$ cat src/rtl/pipe_ctrl_pkg.sv
// rtl/pipe_ctrl_pkg.sv - shared types and stage indices for the pipeline hazard controller
package pipe_ctrl_pkg;

    localparam int STAGES_DEF = 6;

    typedef logic [STAGES_DEF-1:0] stall_vec_t;

    localparam int STG_PC  = 0;
    localparam int STG_IF  = 1;
    localparam int STG_ID  = 2;
    localparam int STG_EX  = 3;
    localparam int STG_MEM = 4;
    localparam int STG_WB  = 5;

    // Flush stretch counter width; FLUSH_CYCLES is limited to 1..15
    localparam int FLUSH_CNT_W = 4;

    typedef enum logic {
        FL_IDLE,
        FL_FLUSH
    } flush_state_t;

endpackage

$ cat src/rtl/stall_watchdog.sv
// rtl/stall_watchdog.sv - consecutive-stall counter with sticky timeout flag
module stall_watchdog #(
    parameter int WDOG_LIMIT = 1024
) (
    input  logic                            clk,
    input  logic                            rst,
    input  logic                            stall,
    input  logic                            flush,
    input  logic                            clr,
    output logic [$clog2(WDOG_LIMIT+1)-1:0] stall_cnt,
    output logic                            wdog
);

    localparam int CNT_W = $clog2(WDOG_LIMIT+1);
    localparam logic [CNT_W-1:0] LIMIT = CNT_W'(WDOG_LIMIT);

    logic             counting;
    logic [CNT_W-1:0] cnt_next;
    logic             reach;

    assign counting = stall && !flush;
    assign cnt_next = (stall_cnt == LIMIT) ? LIMIT : stall_cnt + 1'b1;
    // Set only on the transition into saturation, not while parked there
    assign reach    = counting && (stall_cnt != LIMIT) && (cnt_next == LIMIT);

    always_ff @(posedge clk or posedge rst) begin
        if (rst) begin
            stall_cnt <= '0;
        end else if (!counting) begin
            stall_cnt <= '0;
        end else begin
            stall_cnt <= cnt_next;
        end
    end

    always_ff @(posedge clk or posedge rst) begin
        if (rst) begin
            wdog <= 1'b0;
        end else if (reach) begin
            wdog <= 1'b1;
        end else if (clr) begin
            wdog <= 1'b0;
        end
    end

endmodule

$ cat src/rtl/pipe_hazard_ctrl.sv
// rtl/pipe_hazard_ctrl.sv - stall/flush controller with redirect hold and stall watchdog
// Optional per-stage stall counters enabled by PIPE_STALL_PERF_EN.
module pipe_hazard_ctrl #(
    parameter int STAGES       = 6,
    parameter int FLUSH_CYCLES = 1,
    parameter int WDOG_LIMIT   = 1024,
    parameter int ADDR_W       = 32
) (
    input  logic                            clk,
    input  logic                            rst,
    input  logic [STAGES-1:0]               stall_req_i,
    input  logic                            except_flush_i,
    input  logic [ADDR_W-1:0]               except_pc_i,
    input  logic                            redirect_ready_i,
    input  logic                            wdog_clr_i,
    output logic [STAGES-1:0]               stall_o,
    output logic                            flush_o,
    output logic                            redirect_valid_o,
    output logic [ADDR_W-1:0]               redirect_pc_o,
    output logic                            wdog_o,
    output logic [$clog2(WDOG_LIMIT+1)-1:0] stall_cnt_o
`ifdef PIPE_STALL_PERF_EN
    ,
    input  logic [$clog2(STAGES)-1:0]       perf_sel_i,
    output logic [31:0]                     perf_cnt_o
`endif
);

    import pipe_ctrl_pkg::*;

    localparam logic [FLUSH_CNT_W-1:0] FL_RELOAD = FLUSH_CNT_W'(FLUSH_CYCLES - 1);
    localparam logic [STAGES-1:0] REQ_MASK  = {{(STAGES-1){1'b1}}, 1'b0};
    localparam logic [STAGES-1:0] KEEP_MASK = {1'b1, {(STAGES-2){1'b0}}, 1'b1};

    logic [STAGES-1:0]      req_eff;
    logic [STAGES-1:0]      req_scan;
    logic                   scan_acc;
    flush_state_t           state, state_n;
    logic [FLUSH_CNT_W-1:0] fl_cnt, fl_cnt_n;

    // The PC stage cannot request a stall itself
    assign req_eff = stall_req_i & REQ_MASK;

    // Freeze every stage at or upstream of the deepest requester
    always_comb begin
        scan_acc = 1'b0;
        req_scan = '0;
        for (int j = STAGES - 1; j >= 0; j--) begin
            scan_acc    = scan_acc | req_eff[j];
            req_scan[j] = scan_acc;
        end
    end

    // Flushed bubbles must drain, so middle stages ignore stalls during a flush
    assign stall_o = flush_o ? (req_scan & KEEP_MASK) : req_scan;

    always_ff @(posedge clk or posedge rst) begin
        if (rst) begin
            state  <= FL_IDLE;
            fl_cnt <= '0;
        end else begin
            state  <= state_n;
            fl_cnt <= fl_cnt_n;
        end
    end

    always_comb begin
        state_n  = state;
        fl_cnt_n = fl_cnt;
        flush_o  = 1'b0;
        case (state)
            FL_IDLE: begin
                if (except_flush_i) begin
                    flush_o  = 1'b1;
                    fl_cnt_n = FL_RELOAD;
                    state_n  = (FL_RELOAD != '0) ? FL_FLUSH : FL_IDLE;
                end
            end
            FL_FLUSH: begin
                flush_o = 1'b1;
                if (except_flush_i) begin
                    fl_cnt_n = FL_RELOAD;
                end else begin
                    fl_cnt_n = fl_cnt - 1'b1;
                end
                state_n = (fl_cnt_n != '0) ? FL_FLUSH : FL_IDLE;
            end
            default: begin
                state_n  = FL_IDLE;
                fl_cnt_n = '0;
            end
        endcase
    end

    // Newest exception always wins over a simultaneous hand-off to fetch
    always_ff @(posedge clk or posedge rst) begin
        if (rst) begin
            redirect_valid_o <= 1'b0;
            redirect_pc_o    <= '0;
        end else if (except_flush_i) begin
            redirect_valid_o <= 1'b1;
            redirect_pc_o    <= except_pc_i;
        end else if (redirect_valid_o && redirect_ready_i && !stall_o[STG_PC]) begin
            redirect_valid_o <= 1'b0;
        end
    end

    stall_watchdog #(
        .WDOG_LIMIT (WDOG_LIMIT)
    ) u_wdog (
        .clk       (clk),
        .rst       (rst),
        .stall     (stall_o[STG_PC]),
        .flush     (flush_o),
        .clr       (wdog_clr_i),
        .stall_cnt (stall_cnt_o),
        .wdog      (wdog_o)
    );

`ifdef PIPE_STALL_PERF_EN
    localparam int SEL_W = $clog2(STAGES);

    logic [31:0]      perf_cnt [STAGES];
    logic [SEL_W-1:0] deep_idx;

    always_comb begin
        deep_idx = '0;
        for (int k = 1; k < STAGES; k++) begin
            if (req_eff[k]) begin
                deep_idx = SEL_W'(k);
            end
        end
    end

    always_ff @(posedge clk or posedge rst) begin
        if (rst) begin
            for (int k = 0; k < STAGES; k++) begin
                perf_cnt[k] <= '0;
            end
        end else if (|req_eff) begin
            perf_cnt[deep_idx] <= perf_cnt[deep_idx] + 32'd1;
        end
    end

    assign perf_cnt_o = (int'(perf_sel_i) < STAGES) ? perf_cnt[perf_sel_i] : 32'd0;
`endif

endmodule

$ cat config.mk
export PLATFORM = sky130hd
export DESIGN_NAME = pipe_hazard_ctrl
export DESIGN_NICKNAME = d
export VERILOG_FILES = /design/src/rtl/pipe_ctrl_pkg.sv /design/src/rtl/stall_watchdog.sv /design/src/rtl/pipe_hazard_ctrl.sv
export SDC_FILE = /design/constraint.sdc
export NUM_CORES = 1
export LEC_CHECK = 0
export CORE_MARGIN = 1
export CORE_UTILIZATION = 42
export DETAILED_ROUTE_END_ITERATION = 12
export GPL_TIMING_DRIVEN = 0
export PLACE_DENSITY = 0.78
export SYNTH_ARGS = -nofsm -noshare
export SYNTH_HDL_FRONTEND = slang
export SYNTH_SLANG_ARGS = --single-unit
$ cat constraint.sdc
create_clock -name clk -period 2.1 [get_ports clk]
set_input_delay 0.42 -clock clk [delete_from_list [all_inputs] [get_ports clk]]
set_output_delay 0.42 -clock clk [all_outputs]
set_load 0.02 [all_outputs]
==> results.toml <==
[run_status]
status = "finished clean"

[clock_network]
cts_made_buffers = 5
htree_levels = 2
cts.clk_slew.worst_paths_ns = 0.09
cts_sinks = 50
clk_path_buf_depth = 2
cts_tree = "built"
holdBufCountCts = 0
clock_latency_ns = 0.29
clock-root-buffer = "clkbuf_8"

[die]
die_y_um = 74.8
dieArea_mm2 = 0.00560
die_x_um = 74.8
start_util_pct = 43.6
num_rows = 26
coreArea_mm2 = 0.00511
io-pin-count = 95

[logic_synthesis]
ys_async_sr_fraction_pct = 100
synth_seq_cells = 50
yosysMostFrequentCell = "dfrtp_1"
synth_top_area_share_pct = 56.1
synth_enable_flop_cells = 0
synth_cell_types = 37
synth_nets = 229
synth_cells = 183
synth_seq_area_share_pct = 56.1
syn_area_mm2 = 0.00223
ys.flop_type = "dfrtp_1"
ys.warnings.count = 0
ys_top_cells_by_area = "dfrtp_1 56%, mux2_2 16%, xnor2_1 4.3%"
yosysTopAreaCell = "dfrtp_1"
yosys-top-cells-count = "50 x dfrtp_1, 32 x mux2_2, 23 x nor2_1"
avgSynthCellArea_um2 = 12.2

[setup_path]
cp.required_ns = 1.68
worst_r2r_startpoint = "u_wdog.stall_cnt[0]"
reg2reg_to = "u_wdog.wdog"
reg2reg_slack_ns = 0.27
critPathCaptureType = "output pin"
reg2reg_depth = 6
path_max_fanout = 3
critPathKind = "in -> out"
crit_arrival_ns = 1.61
start_kind = "primary input"

[timing]
setup_viol = 0
drv_slew = 0
period_share_pct = 96.8
fmax_mhz = 492
worst_pin_slew_ns = 0.546
fin_skew_ns = 0.00266
rsz0062_at_grt = "false"
fin_setup_tns_ns = 0
period_minus_slack_ns = 2.03
max_slew_margin_pct = 63.5
hold_violations = 0

[place]
placed_area_mm2 = 0.00327
hpwlAfterDp_um = 3610
gp_congestion = 0.811
io_buffers = 93

[layout]
drive_above_1_share_pct = 23.1
nets = 331
design_area_mm2 = 0.00339
final_util_pct = 66.4
area_delta_synth_final_pct = 52.3
diodes = 0

[route]
postRouteAntennaNets = 0
route.detailed.drc = 0
vias_per_cell = 4.79
via_count = 1707
drt-pass1-iter-count = 4
drt-initial-drc-count = 47
routedWlPerCell_um = 13.4
drt_wl_total_um = 4780

[grt]
grt_pass1_vias = 1675
grtUsageTotal_pct = 18.0
grt_pass1_wl_um = 7620
gr-total-overflow = 0
antenna_found_initial = 0
grt_max_degree = 27

[power]
powerDensity_mw_per_mm2 = 655
totalPowerFinal_mw = 2.22
ir_drop_mv = 0.489
power.leakage_nw = 1.41

[job]
max-cap-violations = 0

[hold_path]
hold_class = "in -> async"
-- registers in the layout, summed over array words and instances (netlist names) --
register / cells
state: 1
redirect_pc_o: 32
redirect_valid_o: 1
u_wdog.stall_cnt: 11
u_wdog.wdog: 1
fl_cnt: 4
-- metal layers --
layer  track usage (%)  share of wire [%]
met1              21.6                 41
met2              31.3                 51
met3              4.82                6.9
met4              6.29                1.3
met5                 0                  0
-- where the power goes --
| part | total [mW] | leakage (nW) | switching, mW | internal [mW] |
|---|---|---|---|---|
| sequential | 1.07 | 0.618 | 0.0378 | 1.03 |
| clock | 0.682 | 0.0585 | 0.324 | 0.357 |
| combinational | 0.475 | 0.738 | 0.210 | 0.264 |
-- layout by cell type, fill, tap and decap left out, types with 2 or more instances in the layout --
| cell | instances |
|---|---|
| nand3_1 | 3 |
| xor2_1 | 5 |
| or4_4 | 2 |
| nor2_1 | 21 |
| inv_1 | 10 |
| and3_2 | 2 |
| buf_2 | 4 |
| mux2_2 | 32 |
| buf_6 | 2 |
| nor4_1 | 2 |
| xnor2_1 | 11 |
| nand2_1 | 7 |
| clkdlybuf4s15_1 | 3 |
| clkdlybuf4s50_1 | 83 |
| dfrtp_1 | 50 |
| clkbuf_8 | 5 |
| inv_2 | 2 |
| buf_4 | 4 |
| ha_1 | 3 |
| clkbuf_2 | 2 |
| dlygate4sd2_1 | 3 |
| nor3_1 | 3 |
-- what timing repair did --
action | CTS | global route
endpoints found under the setup margin | 6 | 3
buffers inserted | 1 | 0
resized for setup | 25 | 8
pin swaps | 2 | 2
-- logic make-up (layout without fill, tap and decap cells) --
group	after synthesis	in the layout	synth area share, %
AOI/OAI and AO/OA	11	11	3.82
adders and majority gates	3	3	1.68
xor gates and xnor gates	16	16	6.29
buffers and inverters	21	124	4.27
muxes	32	32	16.2
DFF	50	50	56.1
and+or+nand+nor	50	50	11.6
-- worst max path at each step --
| stage | start | depth (start not counted) | end | slack, ns |
|---|---|---|---|---|
| 2_1_floorplan | u_wdog.stall_cnt[2] | 6 | u_wdog.wdog | 0.39 |
| 3_3_place_gp | stall_req_i[5] | 6 | stall_o[0] | -0.62 |
| 3_5_place_dp | stall_req_i[5] | 6 | stall_o[0] | -0.64 |
| 4_1_cts | stall_req_i[4] | 6 | stall_o[0] | -0.007 |
| 5_1_grt | except_flush_i | 5 | stall_o[3] | 0.02 |
| 6_report | except_flush_i | 5 | stall_o[3] | 0.07 |
-- final cells by class --
class                   count  area (um2)
clock inverters             3        43.8
fillers                   451        1710
flip-flops and latches     50        1250
inverters                  12        45.0
multi-input cells         112         900
plain buffers               9        50.0
clock buffers               5        68.8
well taps                  70        87.6
repair buffers             95         947
-- through the flow --
stage          worst slack, ns  cells  hold WS (ns)
2_1_floorplan            0.392    183         0.511
3_3_place_gp            -0.622    346         0.460
3_5_place_dp            -0.644    347         0.467
4_1_cts               -0.00687    356         0.489
5_1_grt                 0.0190    356         0.530
6_report                0.0679    356         0.481
-- worst max-delay path, stage by stage --
cell and delay, ns:
clkdlybuf4s50_1 0.46, nor2_2 0.22, inv_1 0.10, nor2_1 0.10, clkdlybuf4s15_1 0.31
Note: power is estimated with default switching activity, not from simulation.
